===== config.mk =====
export PLATFORM = sky130hd
export DESIGN_NAME = ofifo_drain_ctrl
export DESIGN_NICKNAME = d
export VERILOG_FILES = /design/src/rtl/ofifo_drain_ctrl.sv
export SDC_FILE = /design/constraint.sdc
export NUM_CORES = 1
export LEC_CHECK = 0
export CAP_MARGIN = 20
export CELL_PAD_IN_SITES_DETAIL_PLACEMENT = 0
export CELL_PAD_IN_SITES_GLOBAL_PLACEMENT = 1
export CORE_MARGIN = 1.5
export CORE_UTILIZATION = 38
export CTS_BUF_LIST = sky130_fd_sc_hd__clkbuf_8
export CTS_CLUSTER_DIAMETER = 60
export CTS_CLUSTER_SIZE = 28
export DETAILED_ROUTE_END_ITERATION = 8
export PLACE_DENSITY_LB_ADDON = 0.1
export SYNTH_ARGS = -nofsm -noshare
export SYNTH_HDL_FRONTEND = slang
export SYNTH_SLANG_ARGS = --single-unit

===== constraint.sdc =====
create_clock -name clk -period 8.35 [get_ports clk]
set_input_delay 2.505 -clock clk [delete_from_list [all_inputs] [get_ports clk]]
set_output_delay 2.505 -clock clk [all_outputs]
set_load 0.005 [all_outputs]

===== src/rtl/ofifo_drain_ctrl.sv =====
// Drains psum vectors from the corelet OFIFO into consecutive psum SRAM addresses.
// Optional running XOR checksum of written data: define OFIFO_DRAIN_CHECKSUM_EN.
`timescale 1ns/1ps
module ofifo_drain_ctrl #(
    parameter int col     = 8,
    parameter int psum_bw = 16,
    parameter int addr_bw = 11
) (
    input  logic                     clk,
    input  logic                     reset,
    input  logic                     start,
    input  logic [addr_bw-1:0]       base_addr,
    input  logic [addr_bw-1:0]       num_vec,
    input  logic                     ofifo_valid,
    input  logic [col*psum_bw-1:0]   ofifo_out,
    output logic                     ofifo_rd,
    input  logic                     pmem_stall,
    output logic                     pmem_wr,
    output logic [addr_bw-1:0]       pmem_addr,
    output logic [col*psum_bw-1:0]   pmem_din,
    output logic                     busy,
`ifdef OFIFO_DRAIN_CHECKSUM_EN
    output logic [psum_bw-1:0]       checksum,
`endif
    output logic                     done
);

    typedef enum logic [1:0] {
        IDLE,
        DRAIN,
        FLUSH,
        FINISH
    } state_t;

    state_t             state;
    logic [addr_bw-1:0] base_r;
    logic [addr_bw-1:0] num_r;
    logic [addr_bw-1:0] count;
    logic               wb_pending_blocked;
    logic               write_issued;
    logic               pop;

    assign wb_pending_blocked = pmem_wr & pmem_stall;
    assign write_issued       = pmem_wr & ~pmem_stall;

    // The pop must be combinational: ofifo_out is the live head and is captured on the same edge.
    assign pop = (state == DRAIN) & ofifo_valid & ~pmem_stall & (count < num_r) & ~wb_pending_blocked;
    assign ofifo_rd = pop;

    always_ff @(posedge clk or negedge reset) begin
        if (!reset) begin
            state     <= IDLE;
            base_r    <= '0;
            num_r     <= '0;
            count     <= '0;
            pmem_wr   <= 1'b0;
            pmem_addr <= '0;
            pmem_din  <= '0;
            busy      <= 1'b0;
            done      <= 1'b0;
        end else begin
            done <= 1'b0;
            if (write_issued)
                pmem_wr <= 1'b0;
            // A pop only happens in a non-stalled cycle, so any older pending write retires on this edge.
            if (pop) begin
                pmem_wr   <= 1'b1;
                pmem_addr <= base_r + count;
                pmem_din  <= ofifo_out;
                count     <= count + 1'b1;
            end
            case (state)
                IDLE: begin
                    if (start) begin
                        busy <= 1'b1;
                        if (num_vec != '0) begin
                            base_r <= base_addr;
                            num_r  <= num_vec;
                            count  <= '0;
                            state  <= DRAIN;
                        end else begin
                            state <= FINISH;
                            done  <= 1'b1;
                        end
                    end
                end
                DRAIN: begin
                    if (pop && (count == num_r - 1'b1))
                        state <= FLUSH;
                end
                FLUSH: begin
                    if (write_issued) begin
                        state <= FINISH;
                        done  <= 1'b1;
                    end
                end
                FINISH: begin
                    state <= IDLE;
                    busy  <= 1'b0;
                end
                default: state <= IDLE;
            endcase
        end
    end

`ifdef OFIFO_DRAIN_CHECKSUM_EN
    logic [psum_bw-1:0] lane_fold;

    always_comb begin
        lane_fold = '0;
        for (int unsigned i = 0; i < col; i++)
            lane_fold = lane_fold ^ pmem_din[i*psum_bw +: psum_bw];
    end

    always_ff @(posedge clk or negedge reset) begin
        if (!reset)
            checksum <= '0;
        else if ((state == IDLE) && start)
            checksum <= '0;
        else if (write_issued)
            checksum <= checksum ^ lane_fold;
    end
`endif

endmodule


==> flow_summary.json, run 1 <==
{
  "ys_seq_area_frac": 0.563,
  "hold_viol_final": 0,
  "cts_hold_buf": 0,
  "slowest_delay_ns": 0.54,
  "fmax_ghz": 0.151,
  "ctsResizeCount": 0,
  "h-tree-depth": 4,
  "grt_start_max_net_pins": 162,
  "maxSlewViolCount": 0,
  "syn_area_um2": 7870,
  "viasPerCell": 4.93,
  "synthArstFlopShare": 1.00,
  "die_y_um": 147,
  "placed_cell_area_um2": 11100,
  "final_net_count": 1071,
  "synth_compound_area_frac": 0.0572,
  "setup_violations": 0,
  "drt_pass1_iterations": 4,
  "slew_headroom": 0.356,
  "slowest_stage": "clkdlybuf4s50_1",
  "cts-buffers-inserted": 17,
  "rows": 52,
  "wl_per_cell_um": 17.5,
  "synth.most_common_cell": "dfrtp_1",
  "stdcell_area_um2": 11500,
  "synth_mux_area_frac": 0.206,
  "yosys-top-cells-count": "dfrtp_1 (177), mux2_2 (74), mux2_1 (67)",
  "rsz0062_at_grt": "no",
  "core_um2": 20300,
  "dpl.hpwl_mm": 15.0,
  "cts_buffer_depth": 2,
  "cts_setup_buffers": 0,
  "dp.cells": 1138,
  "rr_startpoint": "num_r[4]$_DFFE_PN0P_",
  "clk_latency_ns": 0.45,
  "io_pins": 298,
  "crit_type": "input pin to output port",
  "yosys.area.top_type": "dfrtp_1",
  "num_vias": 5782,
  "cp_max_fo": 2,
  "fin_setup_tns_ns": 0,
  "synth-xor-area-share": 0.0334,
  "dr.first_iter.drc_count": 179,
  "syn_avg_cell_area_um2": 13.3,
  "worstSetupEndpointType": "output port",
  "synthTopCellsByArea": "dfrtp_1 (56%), mux2_2 (11%), mux2_1 (9.6%)",
  "vdd_drop_max_mv": 0.0826,
  "post-route-min-period_ns": 6.63,
  "syn_inst": 593,
  "cp.required_ns": 5.85,
  "outcome": "complete, no violations",
  "grt_use_total": 0.193,
  "synth_edf_count": 0,
  "finalNonFillerCells": 1174,
  "syn_nets": 776,
  "synth_top_family_by_area": "multiplexers",
  "area_growth_pct": 45.9,
  "cp_common_cell": "clkdlybuf4s50_1",
  "hold-path-cell-count": 1,
  "die_width_um": 147,
  "synth-simple-area-share": 0.0660,
  "timing.final.crit_share": 0.794,
  "ys.flop_type": "dfrtp_1",
  "synth_top_area_share": 0.563,
  "cts_tree": "yes",
  "worst_setup_path_start_kind": "input pin",
  "routabilityCongestion": 0.815,
  "cts.sink_count": 177,
  "power_leakage_uw": 0.00542,
  "path_clk_slew_ns": 0.08,
  "crit_arrival_ns": 4.12,
  "grt_pass1_vias": 6240,
  "gr-total-overflow": 0,
  "regToRegEndpoint": "state[0]$_DFFE_PN0P_",
  "drive_above_1_share": 0.137,
  "ant_nets": 0,
  "hp-start": "pmem_din[26]$_DFFE_PN0N_",
  "ys_types": 56,
  "ys.warnings.count": 0,
  "synth-seq-cells": 177,
  "drt-total-wl_mm": 20.6,
  "maxCapViolCount": 0,
  "initial_core_util": 0.388,
  "holdPathEnd": "pmem_din[26]$_DFFE_PN0N_",
  "fin_skew_ns": 0.0206,
  "critical_path.cell_chain": "clkdlybuf4s50_1 > nand2_1 > nor3_1 > nand3_1 > o21ai_4 > clkdlybuf4s50_1",
  "rr_worst_depth": 9,
  "drc": 0,
  "reg2reg_slack_ns": 4.95,
  "p_per_area_nw_per_um2": 133,
  "grt_pass1_wl_mm": 32.8,
  "hold_path.class": "flip-flop to flip-flop",
  "cts-root-buf": "clkbuf_8",
  "whs_ns": 0.491,
  "port_buffers": 297,
  "tightestPinTransition_ns": 0.966,
  "die-area_um2": 21600,
  "synthAdderAreaFrac": 0.0455,
  "grt_antenna_before_repair": 2
}
-- per-stage QoR --
stage	setup slack (ns)	total power, uW	util
3_5_place_dp	1.70	966	0.545
6_report	1.72	1530	0.566
3_3_place_gp	1.71	963	0.545
5_1_grt	1.62	1590	0.566
2_1_floorplan	2.31	875	-
4_1_cts	1.69	1560	0.564
-- metal layers --
metal | up-vias | routed length (um) | GRT usage
li1 | 2691 | - | -
met1 | 2870 | 7830 | 0.213
met2 | 198 | 10600 | 0.339
met3 | 23 | 1700 | 0.0755
met4 | 0 | 408 | 0.0670
met5 | - | 0 | 0
-- worst max path at each step --
stage,slack (ns),end,start
floorplan,2.31,ofifo_rd,pmem_stall
global placement,1.71,ofifo_rd,ofifo_valid
detailed placement,1.70,ofifo_rd,pmem_stall
CTS,1.69,ofifo_rd,ofifo_valid
global route,1.62,ofifo_rd,pmem_stall
finish,1.72,ofifo_rd,ofifo_valid
-- cell usage in the layout, fill, tap and decap left out, types with 3 or more instances in the layout --
master	synthesis	layout
xor2_1	21	21
nand4_1	7	7
o21a_1	3	3
nor3_1	7	7
nor2_1	36	35
inv_6	0	5
nor2b_1	4	4
o21ai_0	19	19
inv_1	20	21
a21o_1	3	3
diode_2	0	3
a31oi_1	6	6
xnor2_1	9	9
mux2_1	67	67
dfrtp_1	177	177
mux2_2	74	74
nand2_1	21	21
a21oi_1	14	14
clkbuf_8	0	19
o31ai_1	4	4
and3_1	4	4
ha_1	27	27
clkdlybuf4s50_1	0	296
nand3_1	6	6
-- worst max-delay path, delay by kind of cell --
family	cells	cell delay [ns]
AO/OA/AOI/OAI	1	0.21
buffers and inverters	2	0.99
AND/OR/NAND/NOR	3	0.41
-- layout make-up --
type	count	area [um^2]
Fill cell	1730	8810
Sequential cell	177	4430
Multi-Input combinational cell	371	3220
Timing Repair Buffer	301	3040
Tap cell	270	338
Clock buffer	19	262
Clock inverter	13	124
Inverter	20	75.1
Antenna cell	3	7.51
-- kinds of logic after synthesis --
group	after synthesis
flops	177
mux	144
simple gates	102
compound gates	67
buf+inv	45
xor+xnor	30
fa+ha+maj	28
-- registers in the layout, summed over array words and instances, names as in the netlist --
register	cells
done	1
pmem_wr	1
count	11
pmem_addr	11
num_r	11
state	2
busy	1
pmem_din	128
base_r	11
-- where the power goes --
part	internal, uW	switching [uW]	leakage (uW)	total (uW)
clock network	258	325	0.000201	583
registers	856	0	0.00241	856
logic	64.5	27.2	0.00281	91.7
total	1180	352	0.00542	1530
No activity file was read; power rests on OpenSTA's default activity.
==> inputs of run 2 (changes only) <==
--- a/config.mk
+++ b/config.mk
@@ -9,7 +9,7 @@
 export CELL_PAD_IN_SITES_DETAIL_PLACEMENT = 0
 export CELL_PAD_IN_SITES_GLOBAL_PLACEMENT = 1
 export CORE_MARGIN = 1.5
-export CORE_UTILIZATION = 38
+export CORE_UTILIZATION = 36
 export CTS_BUF_LIST = sky130_fd_sc_hd__clkbuf_8
 export CTS_CLUSTER_DIAMETER = 60
 export CTS_CLUSTER_SIZE = 28
==> constraint.sdc (replaced) <==
create_clock -name clk -period 6.1 [get_ports clk]
set_input_delay 1.83 -clock clk [delete_from_list [all_inputs] [get_ports clk]]
set_output_delay 1.83 -clock clk [all_outputs]
set_load 0.005 [all_outputs]
==> flow_summary.json, run 2 (synthesized netlist as in run 1, its figures left out) <==
{
  "whs_ns": 0.491,
  "final_net_count": 1070,
  "h-tree-depth": 4,
  "tightestPinTransition_ns": 0.934,
  "cp_common_cell": "clkdlybuf4s50_1",
  "hold_viol_final": 0,
  "cts-root-buf": "clkbuf_8",
  "ctsResizeCount": 0,
  "clk_latency_ns": 0.46,
  "dr.first_iter.drc_count": 176,
  "grt_antenna_before_repair": 2,
  "drt-total-wl_mm": 20.9,
  "fin_util": 0.540,
  "grt_pass1_vias": 6175,
  "maxSlewViolCount": 0,
  "outcome": "complete, no violations",
  "pwr-share-seq": 0.564,
  "area_growth_pct": 45.7,
  "rsz0062_at_grt": "no",
  "cts_setup_buffers": 0,
  "die-area_um2": 22800,
  "swShare": 0.249,
  "die_width_um": 151,
  "path_buf_inv": 2,
  "post-route-min-period_ns": 5.30,
  "timing.final.crit_share": 0.869,
  "crit_arrival_ns": 3.47,
  "io_pins": 298,
  "cp_max_fo": 2,
  "worst_setup_path_start_kind": "input pin",
  "cts.sink_count": 177,
  "seqCellArea_um2": 4430,
  "slew_headroom": 0.377,
  "vdd_drop_max_mv": 0.134,
  "regToRegEndpoint": "state[0]$_DFFE_PN0P_",
  "path_clk_slew_ns": 0.11,
  "die_y_um": 151,
  "cts-buffers-inserted": 17,
  "setup_violations": 0,
  "cts_tree": "yes",
  "largest_reg_flops": 128,
  "crit_end": "ofifo_rd",
  "worst_slack_ns": 0.801,
  "fin_skew_ns": 0.0192,
  "p_clk_frac": 0.376,
  "cp.depth": 6,
  "internal-power_uw": 1560,
  "dpl.hpwl_mm": 15.2,
  "cts_hold_buf": 0,
  "largest_register": "pmem_din",
  "ant_nets": 0,
  "initial_core_util": 0.371,
  "gr-total-overflow": 0,
  "slowest_delay_ns": 0.54,
  "slowest_stage": "clkdlybuf4s50_1",
  "drive_above_1_share": 0.136,
  "critical_path.cell_chain": "clkdlybuf4s50_1 > nand2_1 > nor3_1 > nand3_1 > o21ai_4 > clkdlybuf4s50_1",
  "num_vias": 5679,
  "fillers": 1859,
  "rr_worst_depth": 9,
  "cp_top_family": "buffers and inverters",
  "routabilityCongestion": 0.769,
  "maxCapViolCount": 0,
  "reg2reg_slack_ns": 2.68,
  "rr_startpoint": "num_r[4]$_DFFE_PN0P_",
  "p_per_area_nw_per_um2": 181,
  "fin_setup_tns_ns": 0,
  "grt_pass1_wl_mm": 32.9,
  "multi_input_area_um2": 3220,
  "cts_buffer_depth": 2,
  "mostFrequentLayoutCells": "clkdlybuf4s50_1 (296), dfrtp_1 (177), mux2_2 (74)",
  "crit_type": "input pin to output port",
  "wl_per_cell_um": 17.7,
  "hold_path.class": "flip-flop to flip-flop",
  "port_buffers": 297,
  "viasPerCell": 4.83,
  "rows": 53,
  "power_leakage_uw": 0.00540,
  "drt_pass1_iterations": 5,
  "cp.required_ns": 4.27,
  "drc": 0,
  "worstSetupEndpointType": "output port",
  "final_common_cell": "clkdlybuf4s50_1",
  "p_sw_uw": 518,
  "dp_slack_ns": 0.776,
  "fmax_ghz": 0.189,
  "combPwrFrac": 0.060,
  "grt_use_total": 0.189,
  "grt_start_max_net_pins": 162,
  "cp-startpoint": "ofifo_valid",
  "core_um2": 21200
}
-- run 2: routing by layer --
| layer | wire [um] | global-route usage | vias up |
|---|---|---|---|
| li1 | - | - | 2677 |
| met1 | 8140 | 0.212 | 2823 |
| met2 | 10800 | 0.330 | 162 |
| met3 | 1560 | 0.0738 | 17 |
| met4 | 317 | 0.0563 | 0 |
| met5 | 0 | 0 | - |
-- run 2: power by group through the flow --
| stage | registers (uW) | logic, uW | clock network (uW) |
|---|---|---|---|
| 2_1_floorplan | 1200 | 1.21 | 0 |
| 3_3_place_gp | 1200 | 124 | 0 |
| 3_5_place_dp | 1200 | 128 | 0 |
| 4_1_cts | 1170 | 128 | 813 |
| 5_1_grt | 1170 | 137 | 867 |
| 6_report | 1170 | 125 | 783 |
-- run 2: worst reg2reg max path, stage by stage (launching register included) --
cell and delay, ns:
dfrtp_1 0.52, inv_1 0.11, ha_1 0.34, a2111oi_0 0.34, o21ai_1 0.20, o21ai_4 0.25, buf_12 0.55, o2111ai_2 0.54
nor4b_1 0.36, a311oi_1 0.09
-- run 2: layout make-up --
type	count	area share
Tap cell	275	0.0300
Timing Repair Buffer	300	0.264
Inverter	20	0.00655
Clock inverter	14	0.0123
Clock buffer	17	0.0204
Antenna cell	2	0.000436
Sequential cell	177	0.386
Multi-Input combinational cell	371	0.280
-- run 2: metrics by stage --
stage               power (uW)  instances  cell area [um^2]
floorplan                 1200        593              7870
global placement          1320       1143             11100
detailed placement        1320       1143             11100
CTS                       2110       1174             11500
global route              2180       1176             11500
finish                    2080       1176             11500
-- run 2: worst min path at each step --
stage,start,end,cells after the start
CTS,pmem_din[69]$_DFFE_PN0N_,pmem_din[69]$_DFFE_PN0N_,1
global placement,pmem_din[57]$_DFFE_PN0N_,pmem_din[57]$_DFFE_PN0N_,1
detailed placement,pmem_din[57]$_DFFE_PN0N_,pmem_din[57]$_DFFE_PN0N_,1
global route,pmem_din[63]$_DFFE_PN0N_,pmem_din[63]$_DFFE_PN0N_,1
finish,pmem_din[57]$_DFFE_PN0N_,pmem_din[57]$_DFFE_PN0N_,1
floorplan,pmem_din[11]$_DFFE_PN0N_,pmem_din[11]$_DFFE_PN0N_,1
==> inputs of run 3 (changes only) <==
==> constraint.sdc (replaced) <==
create_clock -name clk -period 5.9 [get_ports clk]
set_input_delay 1.77 -clock clk [delete_from_list [all_inputs] [get_ports clk]]
set_output_delay 1.77 -clock clk [all_outputs]
set_load 0.005 [all_outputs]
==> flow_summary.json, run 3 (synthesized netlist as in run 1, its figures left out) <==
{
  "port_buffers": 297,
  "cts_setup_buffers": 0,
  "post-route-min-period_ns": 5.20,
  "dr.first_iter.drc_count": 187,
  "power_leakage_uw": 0.00541,
  "io_pins": 298,
  "stdcell_area_um2": 11500,
  "reg2reg_slack_ns": 2.49,
  "fillers": 1862,
  "largest_reg_flops": 128,
  "num_vias": 5738,
  "grt_pass1_wl_mm": 33.0,
  "setup_violations": 0,
  "cp.required_ns": 4.13,
  "rows": 53,
  "drt_pass1_iterations": 4,
  "initial_core_util": 0.371,
  "grt_antenna_before_repair": 2,
  "grt_start_max_net_pins": 162,
  "ant_nets": 0,
  "routabilityCongestion": 0.765,
  "worstSetupEndpointType": "output port",
  "hp-start": "pmem_din[15]$_DFFE_PN0N_",
  "cts-buffers-inserted": 17,
  "met3_usage": 0.0696,
  "die_width_um": 151,
  "cts_buffer_depth": 2,
  "rr_startpoint": "num_r[4]$_DFFE_PN0P_",
  "rsz0062_at_grt": "no",
  "hold_path.class": "flip-flop to flip-flop",
  "worst_setup_path_start_kind": "input pin",
  "grt_use_total": 0.190,
  "finalNonFillerCells": 1176,
  "cp_top_family": "buffers and inverters",
  "cts-root-buf": "clkbuf_8",
  "gr-total-overflow": 0,
  "cts_tree": "yes",
  "maxCapViolCount": 0,
  "drt-total-wl_mm": 20.8,
  "rr_worst_depth": 9,
  "tightestPinTransition_ns": 0.957,
  "drc": 0,
  "drive_above_1_share": 0.136,
  "maxSlewViolCount": 0,
  "dp_slack_ns": 0.679,
  "fin_skew_ns": 0.0218,
  "crit_arrival_ns": 3.43,
  "final_net_count": 1070,
  "slew_headroom": 0.362,
  "crit_type": "input pin to output port",
  "core_um2": 21200,
  "path_buf_inv": 2,
  "met1_usage": 0.211,
  "timing.final.crit_share": 0.881,
  "fmax_ghz": 0.192,
  "cts.sink_count": 177,
  "dpl.hpwl_mm": 15.2,
  "die-area_um2": 22800,
  "slowest_delay_ns": 0.54,
  "busiest_layer": "met2",
  "h-tree-depth": 4,
  "placed_cell_area_um2": 11100,
  "mostFrequentLayoutCells": "clkdlybuf4s50_1 (296), dfrtp_1 (177), mux2_2 (74)",
  "fin_setup_tns_ns": 0,
  "clk_latency_ns": 0.47,
  "cp_max_fo": 2,
  "cp_common_cell": "clkdlybuf4s50_1",
  "outcome": "complete, no violations",
  "path_clk_slew_ns": 0.09,
  "vdd_drop_max_mv": 0.134,
  "wl_per_cell_um": 17.7,
  "hold_viol_final": 0,
  "p_per_area_nw_per_um2": 190,
  "ctsResizeCount": 0,
  "worst_slack_ns": 0.704,
  "area_growth_pct": 45.8,
  "viasPerCell": 4.88,
  "die_y_um": 151,
  "use_met2": 0.335,
  "grt_pass1_vias": 6300,
  "holdPathEnd": "pmem_din[15]$_DFFE_PN0N_",
  "whs_ns": 0.492,
  "critical_path.cell_chain": "clkdlybuf4s50_1 > nand2_1 > nor3_1 > nand3_1 > o21ai_4 > clkdlybuf4s50_1",
  "slowest_stage": "clkdlybuf4s50_1",
  "dp.cells": 1143,
  "final_common_cell": "clkdlybuf4s50_1",
  "regToRegEndpoint": "state[0]$_DFFE_PN0P_",
  "hold-path-cell-count": 1,
  "cts_hold_buf": 0,
  "largest_register": "pmem_din"
}
-- run 3: changes by cell type in the layout (fill, tap and decap cells not counted) --
| cell | delta |
|---|---|
| bufinv_16 | +1 |
| clkbuf_8 | +1 |
| clkinv_2 | +1 |
| clkinv_4 | -4 |
| clkinv_8 | -1 |
| clkinvlp_4 | -1 |
| inv_6 | +5 |
| inv_8 | -2 |
-- run 3: final cells by class --
cell class                 instances  area [um^2]  share of cell area
antenna                            2         5.00            0.000436
clock buffer                      18          248              0.0216
clock inverter                    13          139              0.0121
inverter                          20         75.1             0.00654
multi-input combinational        371         3220               0.280
sequential                       177         4430               0.386
tap                              275          344              0.0300
timing repair buffer             300         3020               0.263
-- run 3: worst max-delay path by stage --
stage                      from        to  cells past startpoint
floorplan            pmem_stall  ofifo_rd                      6
global placement    ofifo_valid  ofifo_rd                      6
detailed placement  ofifo_valid  ofifo_rd                      6
CTS                 ofifo_valid  ofifo_rd                      6
global route        ofifo_valid  ofifo_rd                      6
finish              ofifo_valid  ofifo_rd                      6
-- run 3: metal layers --
layer	wire length, um	part of all wire
met1	8040	0.39
met2	10800	0.52
met5	0	0
met3	1530	0.074
met4	398	0.019
-- run 3: power breakdown --
part	switching [uW]	internal, uW	leakage [uW]	total [uW]
combinational	38.0	90.3	0.00280	128
sequential	0	1210	0.00241	1210
clock	481	361	0.000201	843
total	519	1660	0.00541	2180
-- run 3: per-stage QoR --
stage,power [uW],utilization
after floorplan,1240,-
after global placement,1360,0.522
after detailed placement,1370,0.522
after CTS,2220,0.541
after global routing,2280,0.541
final,2180,0.541
